[src/rtl/dmem_if_pkg.sv]
// Shared data-memory port definitions for bus initiators that borrow the CPU's
// single-cycle data-memory port.
package dmem_if_pkg;

    localparam int WORD_W = 32;
    localparam int IDX_W  = 16;

    localparam logic [WORD_W-1:0] DMEM_ARRAY_BASE  = 32'd1000;
    localparam logic [WORD_W-1:0] DMEM_RESULT_BASE = 32'd2000;

    typedef enum logic [2:0] {
        IDLE   = 3'd0,
        SCAN   = 3'd1,
        WR_MAX = 3'd2,
        WR_IDX = 3'd3,
        FIN    = 3'd4
    } scan_state_t;

endpackage

[src/rtl/max_cmp_sel.sv]
// Signed compare/select stage of the max scan. It keeps the running winner
// unless the candidate is the first element or strictly greater.
import dmem_if_pkg::*;

module max_cmp_sel (
    input  logic [WORD_W-1:0] cand,
    input  logic [IDX_W-1:0]  candIdx,
    input  logic              first,
    input  logic [WORD_W-1:0] runMax,
    input  logic [IDX_W-1:0]  runIdx,
    output logic [WORD_W-1:0] selMax,
    output logic [IDX_W-1:0]  selIdx
);

    logic takeCand;

    // Strict '>' so that ties keep the earliest index.
    assign takeCand = first || ($signed(cand) > $signed(runMax));
    assign selMax   = takeCand ? cand    : runMax;
    assign selIdx   = takeCand ? candIdx : runIdx;

endmodule

[src/rtl/max_scan_master.sv]
// Data-memory bus initiator: scans COUNT words from BASE_ADDR for the signed
// maximum and writes the value and its index back to RESULT_ADDR / +4.
import dmem_if_pkg::*;

module max_scan_master #(
    parameter logic [WORD_W-1:0] BASE_ADDR   = DMEM_ARRAY_BASE,
    parameter int                COUNT       = 20,
    parameter logic [WORD_W-1:0] RESULT_ADDR = DMEM_RESULT_BASE
) (
    input  logic              clk,
    input  logic              rst,
    input  logic              start,
    output logic [WORD_W-1:0] mem_adr,
    output logic [WORD_W-1:0] mem_wdata,
    output logic              mem_read,
    output logic              mem_write,
    input  logic [WORD_W-1:0] mem_rdata,
    output logic              busy,
    output logic              done,
    output logic [WORD_W-1:0] max_value,
    output logic [WORD_W-1:0] max_index,
    output scan_state_t       dbgState
);

    if (COUNT < 1 || COUNT > 65535) begin : gBadCount
        $error("max_scan_master: COUNT must be in 1..65535");
    end
    if (BASE_ADDR[1:0] != 2'b00) begin : gBadBase
        $error("max_scan_master: BASE_ADDR must be word aligned");
    end
    if (RESULT_ADDR[1:0] != 2'b00) begin : gBadResult
        $error("max_scan_master: RESULT_ADDR must be word aligned");
    end

    localparam logic [IDX_W-1:0] LAST_IDX = IDX_W'(COUNT - 1);

    scan_state_t       state, nextState;
    logic [IDX_W-1:0]  i;
    logic [WORD_W-1:0] runMax;
    logic [IDX_W-1:0]  runIdx;
    logic [WORD_W-1:0] selMax;
    logic [IDX_W-1:0]  selIdx;

    max_cmp_sel uCmp (
        .cand    (mem_rdata),
        .candIdx (i),
        .first   (i == '0),
        .runMax  (runMax),
        .runIdx  (runIdx),
        .selMax  (selMax),
        .selIdx  (selIdx)
    );

    always_ff @(posedge clk or posedge rst) begin
        if (rst) begin
            state     <= IDLE;
            i         <= '0;
            runMax    <= '0;
            runIdx    <= '0;
            max_value <= '0;
            max_index <= '0;
        end else begin
            state <= nextState;
            case (state)
                IDLE: begin
                    if (start) begin
                        i      <= '0;
                        runMax <= '0;
                        runIdx <= '0;
                    end
                end
                SCAN: begin
                    runMax <= selMax;
                    runIdx <= selIdx;
                    if (i != LAST_IDX) begin
                        i <= i + 1'b1;
                    end
                end
                // Loaded on entry to FIN so the results are visible alongside done.
                WR_IDX: begin
                    max_value <= runMax;
                    max_index <= {{(WORD_W-IDX_W){1'b0}}, runIdx};
                end
                default: ;
            endcase
        end
    end

    // start/done handshake: start is a 1-cycle request honoured only in IDLE
    // (never queued); done is a 1-cycle pulse with results valid that cycle.
    always_comb begin
        nextState = state;
        mem_adr   = '0;
        mem_wdata = '0;
        mem_read  = 1'b0;
        mem_write = 1'b0;
        done      = 1'b0;
        case (state)
            IDLE: begin
                if (start) nextState = SCAN;
            end
            SCAN: begin
                mem_read = 1'b1;
                mem_adr  = BASE_ADDR + {{(WORD_W-IDX_W-2){1'b0}}, i, 2'b00};
                if (i == LAST_IDX) nextState = WR_MAX;
            end
            WR_MAX: begin
                mem_write = 1'b1;
                mem_adr   = RESULT_ADDR;
                mem_wdata = runMax;
                nextState = WR_IDX;
            end
            WR_IDX: begin
                mem_write = 1'b1;
                mem_adr   = RESULT_ADDR + 32'd4;
                mem_wdata = {{(WORD_W-IDX_W){1'b0}}, runIdx};
                nextState = FIN;
            end
            FIN: begin
                done      = 1'b1;
                nextState = IDLE;
            end
            default: nextState = IDLE;
        endcase
    end

    assign busy     = (state != IDLE);
    assign dbgState = state;

endmodule

[config.mk]
export PLATFORM = sky130hd
export DESIGN_NAME = max_scan_master
export DESIGN_NICKNAME = d
export VERILOG_FILES = /design/src/rtl/dmem_if_pkg.sv /design/src/rtl/max_cmp_sel.sv /design/src/rtl/max_scan_master.sv
export SDC_FILE = /design/constraint.sdc
export NUM_CORES = 1
export LEC_CHECK = 0
export CORE_AREA = 2 2 107 130
export CTS_BUF_LIST = sky130_fd_sc_hd__clkbuf_16
export DETAILED_ROUTE_END_ITERATION = 7
export DIE_AREA = 0 0 109 132
export PLACE_DENSITY = 0.79
export SLEW_MARGIN = 20
export SYNTH_ARGS = -nofsm -noshare
export SYNTH_HDL_FRONTEND = slang
export SYNTH_SLANG_ARGS = --single-unit
export TNS_END_PERCENT = 30
[constraint.sdc]
create_clock -name clk -period 6.7 [get_ports clk]
set_input_delay 1.34 -clock clk [delete_from_list [all_inputs] [get_ports clk]]
set_output_delay 1.34 -clock clk [all_outputs]
set_load 0.02 [all_outputs]
==> run metrics, run 1 <==
Mean Syn Cell Area=9.09 sq um; Data arrival, critical path=2.87 ns; GRT Total Usage=23.5%; core area=0.0131 sq mm; Port-buffer cells=138; Inst Count DP=983; dominant synthesized flop cell=dfrtp_1; IO Pins=170; critical path startpoint=dbgState[1]; Avg Vias per Cell=5.20; Synth area leaders=dfrtp_1, mux2i_1, ha_1; initial antenna violation count=0; Comb power frac=50.2%; maximum vdd drop=0.452 mV; DR vias=5279; run status=complete, no violations; Syn Std Cell Area=0.00648 sq mm; Routed WL=16200 microns; First-pass DRT Iterations=4; P_int=2.47 mW; Area growth, synth to finish=30.2%; Synth Register Bits=115; DR WL/cell=16.0 microns; Maximum Capacitance Violations=0; cell leakage power=4.03 nW; Slew HR=42.5%; post-synthesis sequential area ratio=44.4%; Sw Pwr=1.69 mW; count of different cell masters after synthesis=51; Worst-path clk slew=0.06 ns; Sw Ratio=40.6%; Hold Buf Count CTS=0; Setup Fix Bufs, Post-CTS=0; largest net degree at the start of global routing=95; final hold viol count=0; Worst Setup Path Type=flip-flop to output pin; TritonCTS clock tree=built; die area=0.0144 sq mm; CTS max path bufs=2; Final setup viols=0; Starting Density=49.6%; CTS Root Cell=clkbuf_16; Final ANT Viol Nets=0; # diodes=0; Finished Layout Cells=1015; Reg power frac=27.5%; FP Rows=46; top-area cell type share of the netlist area=44.4%; post-synth top area cell=dfrtp_1; Remaining Overflow, GRT=0; Max Transition Viols Final=0; type of origin of the critical path=flip-flop; Worst Skew=0.00939 ns; PwrDens=493 mW/mm^2; worst-margin pin slew=0.862 ns; fin crit share=62.8%; Clock Power Share=22.3%; Detail Placement HPWL=11200 microns; CTS buffer count=17; routability cong.=0.879; Final Critical Period=4.21 ns; vias in the first global route=5254; Peak Freq=238 MHz; number of synthesized flops with an enable pin=0; Final TNS setup=0 ns; YS warnings=0; CTS Sinks=115; first-pass GRT wire length=26200 microns; class of the worst hold path=flip-flop to flip-flop; Post-route DRC=0; fillcell total=1106; die width=109 microns; cts repair resizes=0; top post-synthesis cells by count=dfrtp_1, nand2_1, mux2i_1; worst-path fanout max=45; Min-Delay Startpoint=max_value[3]; Reg-to-Reg Start=runMax[31]; post-synthesis instance total=713; asr flop ratio synth=100%; worst skew pair latency=0.42 ns; CTS H-tree depth=4; fraction of layout cells with a size suffix above 1=5.55%; nets=904; required time worst endpoint=5.36 ns; RSZ-0062 raised after global routing=false; CP Capture Type=output pin; Die Y=132 microns; Iter 0 DRT Violations=214
flip-flops by register name, indices dropped and copies added, names as in the netlist:
signal,cells
i,16
dbgState,3
max_value,32
max_index,16
runIdx,16
runMax,32
critical path, cell delays in order (launching register included):
cell             delay (ns)
dfrtp_1                0.51
nor2_1                 0.23
nand2_1                0.38
inv_2                  0.15
buf_4                  0.43
clkdlybuf4s50_1        0.74
metrics by stage:
| step | hold slack [ns] | power (mW) | utilization (%) | area (sq um) | setup slack (ns) |
|---|---|---|---|---|---|
| 2_1_floorplan | 0.483 | 2.42 | - | 6590 | 2.32 |
| 3_3_place_gp | 0.459 | 3.18 | 60.0 | 7840 | 2.50 |
| 3_5_place_dp | 0.471 | 3.23 | 60.0 | 7840 | 2.40 |
| 4_1_cts | 0.483 | 4.18 | 64.6 | 8440 | 2.46 |
| 5_1_grt | 0.507 | 4.44 | 64.6 | 8440 | 2.29 |
| 6_report | 0.477 | 4.16 | 64.6 | 8440 | 2.49 |
area by class of cell:
cell class	instances	area, sq um	area share [%]
multi-input cells	500	3100	36.8
flip-flops and latches	115	2880	34.1
repair buffers	146	1440	17.1
clock buffers	17	425	5.04
well taps	168	210	2.49
inverters	54	205	2.43
clock inverters	15	173	2.05
layer usage:
layer | track usage [%] | vias to the layer above | part of all wire, %
met5 | 0 | - | 0
met4 | 9.40 | 0 | 2.5
li1 | - | 2568 | -
met3 | 5.54 | 34 | 5.6
met2 | 38.5 | 165 | 50
met1 | 29.9 | 2512 | 42
worst paths after layout:
| kind | end | slack (ns) | cells past startpoint |
|---|---|---|---|
| min | max_value[3] | 0.48 | 2 |
| max | mem_read | 2.49 | 5 |
| min reg2reg | max_value[3] | 0.48 | 2 |
| max reg2reg | runIdx[13] | 3.77 | 9 |
| max in group asynchronous | dbgState[0] | 4.01 | 3 |
| min in group asynchronous | max_value[13] | 1.36 | 2 |
logic make-up (layout without fill, tap and decap cells):
kind of cell | count (synthesis) | count (layout) | synth area share, %
multiplexers | 68 | 68 | 10.6
other | 1 | 31 | 0.0579
flip-flops | 115 | 115 | 44.4
XOR/XNOR | 24 | 24 | 3.24
AND/OR/NAND/NOR | 246 | 246 | 16.6
buffers and inverters | 128 | 232 | 9.73
AO/OA/AOI/OAI | 96 | 96 | 8.52
adder cells (fa/ha/maj) | 35 | 35 | 6.76
layout by cell type, fill, tap and decap left out, types with 2 or more instances in the layout:
cell type and instances:
mux2_1 3, and3_1 3, nor2_1 57, mux2_2 4
nor3b_1 2, bufinv_16 4, ha_1 35, or3_1 4
nand4_1 8, inv_1 54, clkinv_2 2, or4_1 2
xor2_1 20, dfrtp_1 114, nand2_1 114, o21ai_0 56
nand3_1 17, nor3_1 26, conb_1 31, clkdlybuf4s50_1 138
xnor2_1 4, o21a_1 2, o2111ai_1 2, a21oi_1 21
nor4_1 3, nand2b_1 3, mux2i_1 61, buf_4 8
clkbuf_16 17, clkinv_1 5
power by group through the flow:
stage          combinational (mW)  clock (mW)  sequential, mW
2_1_floorplan                1.20           0            1.22
3_3_place_gp                 2.04           0            1.14
3_5_place_dp                 2.08           0            1.15
4_1_cts                      2.10       0.935            1.14
5_1_grt                      2.29       0.966            1.18
6_report                     2.09       0.927            1.14
No activity file was read; power rests on OpenSTA's default activity.
==> inputs of run 2 (changes only) <==
- CORE_AREA: 2 2 107 130 -> 2 2 108 131
- DIE_AREA: 0 0 109 132 -> 0 0 110 133
- PLACE_DENSITY: 0.79 -> 0.78
- clock period: 6.7 -> 4.2 ns (I/O delays scaled with it)
==> run 2 against run 1 <==
Non-clock buffer count did not move. Total power rose by 60%. First-iteration DRC count rose by 26%. Combinational power rose by 63%. Routed wire length fell by 1.1%. Largest cell class unchanged. Largest power group unchanged.
==> run metrics, run 2 (synthesis gave the netlist of run 1 again) <==
Final setup viols=0 (unchanged); # diodes=0 (unchanged); Final ANT Viol Nets=0 (unchanged); CTS buffer count=17 (unchanged); type of origin of the critical path=flip-flop; required time worst endpoint=3.36 ns (-2.00 ns); Iter 0 DRT Violations=269 (+26%); Hold Buf Count CTS=0 (unchanged); Reg-to-Reg End=runIdx[0]; Reg area=0.00288 sq mm (unchanged); commonest non-fill, non-tap cell in the layout=clkdlybuf4s50_1; Max Transition Viols Final=0 (unchanged); area of the multi-input gates=0.00311 sq mm (+0.16%); Avg Vias per Cell=5.17 (-0.65%); Final Critical Period=3.60 ns; fin crit share=85.8%; largest net degree at the start of global routing=72 (-24%); RSZ-0062 raised after global routing=false; core area=0.0135 sq mm (+3.1%); Min-Delay Startpoint=max_value[12]; Worst Hold Path EP=max_value[12]; CP bufs+invs=1 (-2); Slew HR=39.0% (-3.5 points); die width=110 microns (+0.92%); DR WL/cell=15.8 microns (-1.4%); class of the worst hold path=flip-flop to flip-flop; FP Rows=47 (+2.2%); CTS Sinks=115 (unchanged); Data arrival, critical path=2.76 ns (-0.11 ns); Post-route DRC=0 (unchanged); Worst Setup Path Type=flip-flop to output pin; IO Pins=170 (unchanged); Peak Freq=278 MHz; Worst Setup Slack, final=0.597 ns (-1.89 ns); cts repair resizes=0 (unchanged); First-pass DRT Iterations=5 (+1); Finished Layout Cells=1018 (+0.30%); run status=complete, no violations; die area=0.0146 sq mm (+1.7%); cell leakage power=4.04 nW (+0.30%); final hold viol count=0 (unchanged); Inst Count DP=986 (+0.31%); initial antenna violation count=0 (unchanged); Max stage delay on crit path=0.63 ns (-0.11 ns); CTS Root Cell=clkbuf_16; Maximum Capacitance Violations=0 (unchanged); crit-path cells=ha_1 > nor3_1 > nand2_1 > nand2_1 > or3_1 > a21oi_1 > clkdlybuf4s50_1; r2r worst-path depth=9 (unchanged); GRT Total Usage=22.5% (-1.0 points); Final Core Density=62.9% (-1.7 points); Hold Slack=0.477 ns (+0.0000550 ns); TritonCTS clock tree=built; top cell family by delay on the critical path=simple AND/OR/NAND/NOR gates; Reg2Reg Setup Slack=1.39 ns (-2.38 ns); worst-path fanout max=6 (-87%); fillcell total=1096 (-0.90%); Routed WL=16000 microns (-1.1%); Die Y=133 microns (+0.76%); Worst-path clk slew=0.05 ns (about the same); maximum vdd drop=0.762 mV (+69%); Remaining Overflow, GRT=0 (unchanged); routability cong.=0.846 (-3.8%); CP Capture Type=output pin; DR vias=5260 (-0.36%); Final TNS setup=0 ns (unchanged); DP Worst Slack=0.483 ns (-1.92 ns); fraction of layout cells with a size suffix above 1=5.90% (+0.35 points); Setup Fix Bufs, Post-CTS=0 (unchanged); most used cell, CP=nand2_1; Area growth, synth to finish=30.6%; Worst Skew=0.0131 ns (+0.00369 ns); Worst path slowest cell=clkdlybuf4s50_1; number of cells on the worst hold path=2 (unchanged); worst skew pair latency=0.41 ns (about the same); worst-margin pin slew=0.914 ns (+0.0524 ns); Detail Placement HPWL=11200 microns (-0.16%); Reg-to-Reg Start=runMax[17]; PwrDens=788 mW/mm^2 (+60%); Starting Density=48.1% (-1.5 points); CTS max path bufs=2 (unchanged); CTS H-tree depth=4 (unchanged); Port-buffer cells=138 (unchanged); vias in the first global route=5128 (-2.4%); first-pass GRT wire length=25600 microns (-2.3%); nets=904 (unchanged); most frequent cells in the layout=clkdlybuf4s50_1, nand2_1, dfrtp_1; largest registers=max_value (32), runMax (32)
run 2: cell types whose count changed in the layout (fill, tap and decap cells not counted):
cell	change
buf_12	+3
clkinv_4	-1
nand2_4	+1
inv_1	+2
clkinv_1	-5
buf_4	-3
clkinv_2	+3
clkinvlp_4	+2
bufinv_16	-1
nand2_2	-1
run 2: worst max-delay path by stage:
stage / cells after the start / slack, ns / to / start
after detailed placement: 9 / 0.48 / runIdx[0] / mem_rdata[31]
after CTS: 7 / 0.59 / mem_adr[17] / i[2]
after global routing: 7 / 0.37 / mem_adr[17] / i[2]
after global placement: 9 / 0.55 / runIdx[0] / mem_rdata[31]
after floorplan: 1 / 0.32 / dbgState[0] / rst
final: 7 / 0.60 / mem_adr[17] / i[2]
run 2: per-stage QoR:
step                      total power [mW]  cell area (sq um)
after global routing                  7.09               8460
after detailed placement              5.24               7880
after CTS                             6.70               8460
final                                 6.67               8460
after floorplan                       3.86               6590
after global placement                5.16               7880
run 2: per-layer routing:
layer / routed length [microns] / track usage [%] / vias to the layer above
met1: 6940 / 30.0 / 2516
met3: 829 / 3.40 / 21
met2: 8030 / 37.2 / 167
li1: - / - / 2556
met4: 242 / 7.81 / 0
met5: 0 / 0 / -
run 2: worst min-delay path, stage by stage, from the launching register on:
cell and delay (ns):
dfrtp_1 0.34, nand2_1 0.04, o21ai_0 0.06
run 2: layout make-up:
class	count	area share [%]
Clock inverter	15	1.80
Multi-Input combinational cell	500	36.7
Sequential cell	115	34.0
Timing Repair Buffer	146	17.5
Tap cell	171	2.53
Clock buffer	17	5.03
Inverter	54	2.42
run 2: report_power, final:
part | internal (mW) | switching (mW) | total (mW) | leakage (nW)
sequential | 1.54 | 0.322 | 1.86 | 1.48
combinational | 1.49 | 1.91 | 3.40 | 2.26
clock | 0.915 | 0.496 | 1.41 | 0.293
==> inputs of run 3 (changes only) <==
- PLACE_DENSITY: 0.78 -> unset
- PLACE_DENSITY_LB_ADDON: unset -> 0.2
==> run 3 against run 2 <==
Largest cell class unchanged. Clock skew shrank 0.0012 ns. Sequential share of layout area grew 0.060 points. Critical path type unchanged. Maximum frequency increased by 1.6%.
==> run metrics, run 3 (synthesis gave the netlist of run 1 again) <==
Final Core Density=62.7% (-0.11 points); cell leakage power=4.03 nW (-0.31%); PwrDens=779 mW/mm^2 (-1.1%); Die Y=133 microns (unchanged); RSZ-0062 raised after global routing=false; First-pass DRT Iterations=4 (-1); Max Transition Viols Final=0 (unchanged); TritonCTS clock tree=built; routability cong.=0.835 (-1.3%); die width=110 microns (unchanged); Detail Placement HPWL=11900 microns (+6.5%); nets=906 (+0.22%); number of cells on the worst hold path=2 (unchanged); DR vias=5301 (+0.78%); Area growth, synth to finish=30.4%; Final TNS setup=0 ns (unchanged); Hold Buf Count CTS=0 (unchanged); CTS max path bufs=2 (unchanged); required time worst endpoint=3.36 ns (about the same); CTS H-tree depth=4 (unchanged); largest registers=max_value (32), runMax (32); Peak Freq=282 MHz (+1.6%); Post-route DRC=0 (unchanged); FP Rows=47 (unchanged); Remaining Overflow, GRT=0 (unchanged); most frequent cells in the layout=clkdlybuf4s50_1, nand2_1, dfrtp_1; final hold viol count=0 (unchanged); Slew HR=43.1% (+4.1 points); Inst Count DP=988 (+0.20%); cts repair resizes=0 (unchanged); Data arrival, critical path=2.70 ns (-0.06 ns); class of the worst hold path=flip-flop to flip-flop; vias in the first global route=5330 (+3.9%); worst skew pair latency=0.41 ns (about the same); r2r worst-path depth=9 (unchanged); GRT Total Usage=23.3% (+0.72 points); Final Critical Period=3.54 ns (-0.0584 ns); Final ANT Viol Nets=0 (unchanged); fin crit share=84.4% (-1.4 points); worst-margin pin slew=0.844 ns (-0.0703 ns); # diodes=0 (unchanged); DR WL/cell=16.1 microns (+2.2%); CP Capture Type=output pin; Avg Vias per Cell=5.20 (+0.58%); commonest non-fill, non-tap cell in the layout=clkdlybuf4s50_1; maximum vdd drop=0.677 mV (-11%); CTS Root Cell=clkbuf_16; IO Pins=170 (unchanged); Hold Slack=0.476 ns (-0.000485 ns); Worst Setup Path Type=flip-flop to output pin; fraction of layout cells with a size suffix above 1=5.89% (-0.014 points); Finished Layout Cells=1020 (+0.20%); initial antenna violation count=0 (unchanged); Worst Skew=0.0119 ns (-0.00117 ns); Port-buffer cells=138 (unchanged); Routed WL=16400 microns (+2.4%); CTS buffer count=17 (unchanged); core area=0.0135 sq mm (unchanged); Setup Fix Bufs, Post-CTS=0 (unchanged); largest net degree at the start of global routing=62 (-14%); die area=0.0146 sq mm (unchanged); Maximum Capacitance Violations=0 (unchanged); Final setup viols=0 (unchanged); run status=complete, no violations; type of origin of the critical path=flip-flop; Starting Density=48.1% (unchanged); Worst-path clk slew=0.05 ns (about the same); Iter 0 DRT Violations=282 (+4.8%); worst-path fanout max=6 (unchanged); first-pass GRT wire length=26500 microns (+3.6%); CTS Sinks=115 (unchanged)
==> run 3: power by group <==
part / switching, mW / internal [mW] / total (mW)
registers: 0.292 / 1.54 / 1.83
logic: 1.94 / 1.47 / 3.40
clock network: 0.493 / 0.854 / 1.35
total: 2.72 / 3.86 / 6.58
==> run 3: worst max-delay path: stages (launching register included) <==
cell and delay, ns:
dfrtp_1 0.46, ha_1 0.30, nor3_1 0.11, nand2_1 0.15, nand2_1 0.13, or3_1 0.37
a21oi_1 0.14, clkdlybuf4s50_1 0.62
==> run 3: layer usage <==
| layer | wire length [microns] | GRT usage, % | part of all wire, % |
|---|---|---|---|
| met5 | 0 | 0 | 0 |
| met3 | 709 | 4.63 | 4.3 |
| met2 | 8460 | 39.3 | 51 |
| met1 | 7040 | 29.5 | 43 |
| met4 | 227 | 7.74 | 1.4 |
==> run 3: path summary, 6_finish.rpt <==
path	from	end	slack, ns
max	i[2]	mem_adr[17]	0.66
max in group asynchronous	rst	max_index[4]	2.50
max reg2reg	runMax[31]	runIdx[7]	1.32
min reg2reg	max_value[25]	max_value[25]	0.48
min	max_value[25]	max_value[25]	0.48
min in group asynchronous	rst	max_value[10]	0.94
==> run 3: layout make-up <==
cell class	count	area, sq um
Clock buffer	17	425
Clock inverter	15	128
Fill cell	1146	5020
Inverter	54	205
Multi-Input combinational cell	500	3100
Sequential cell	115	2880
Tap cell	171	214
Timing Repair Buffer	148	1490
==> run 3: stage by stage <==
| stage | total power [mW] | worst slack [ns] | area, sq um |
|---|---|---|---|
| finish | 6.58 | 0.656 | 8450 |
| global route | 7.02 | 0.461 | 8450 |
| CTS | 6.62 | 0.644 | 8450 |
| detailed placement | 5.24 | 0.491 | 7900 |
| global placement | 5.13 | 0.556 | 7900 |
| floorplan | 3.86 | 0.316 | 6590 |
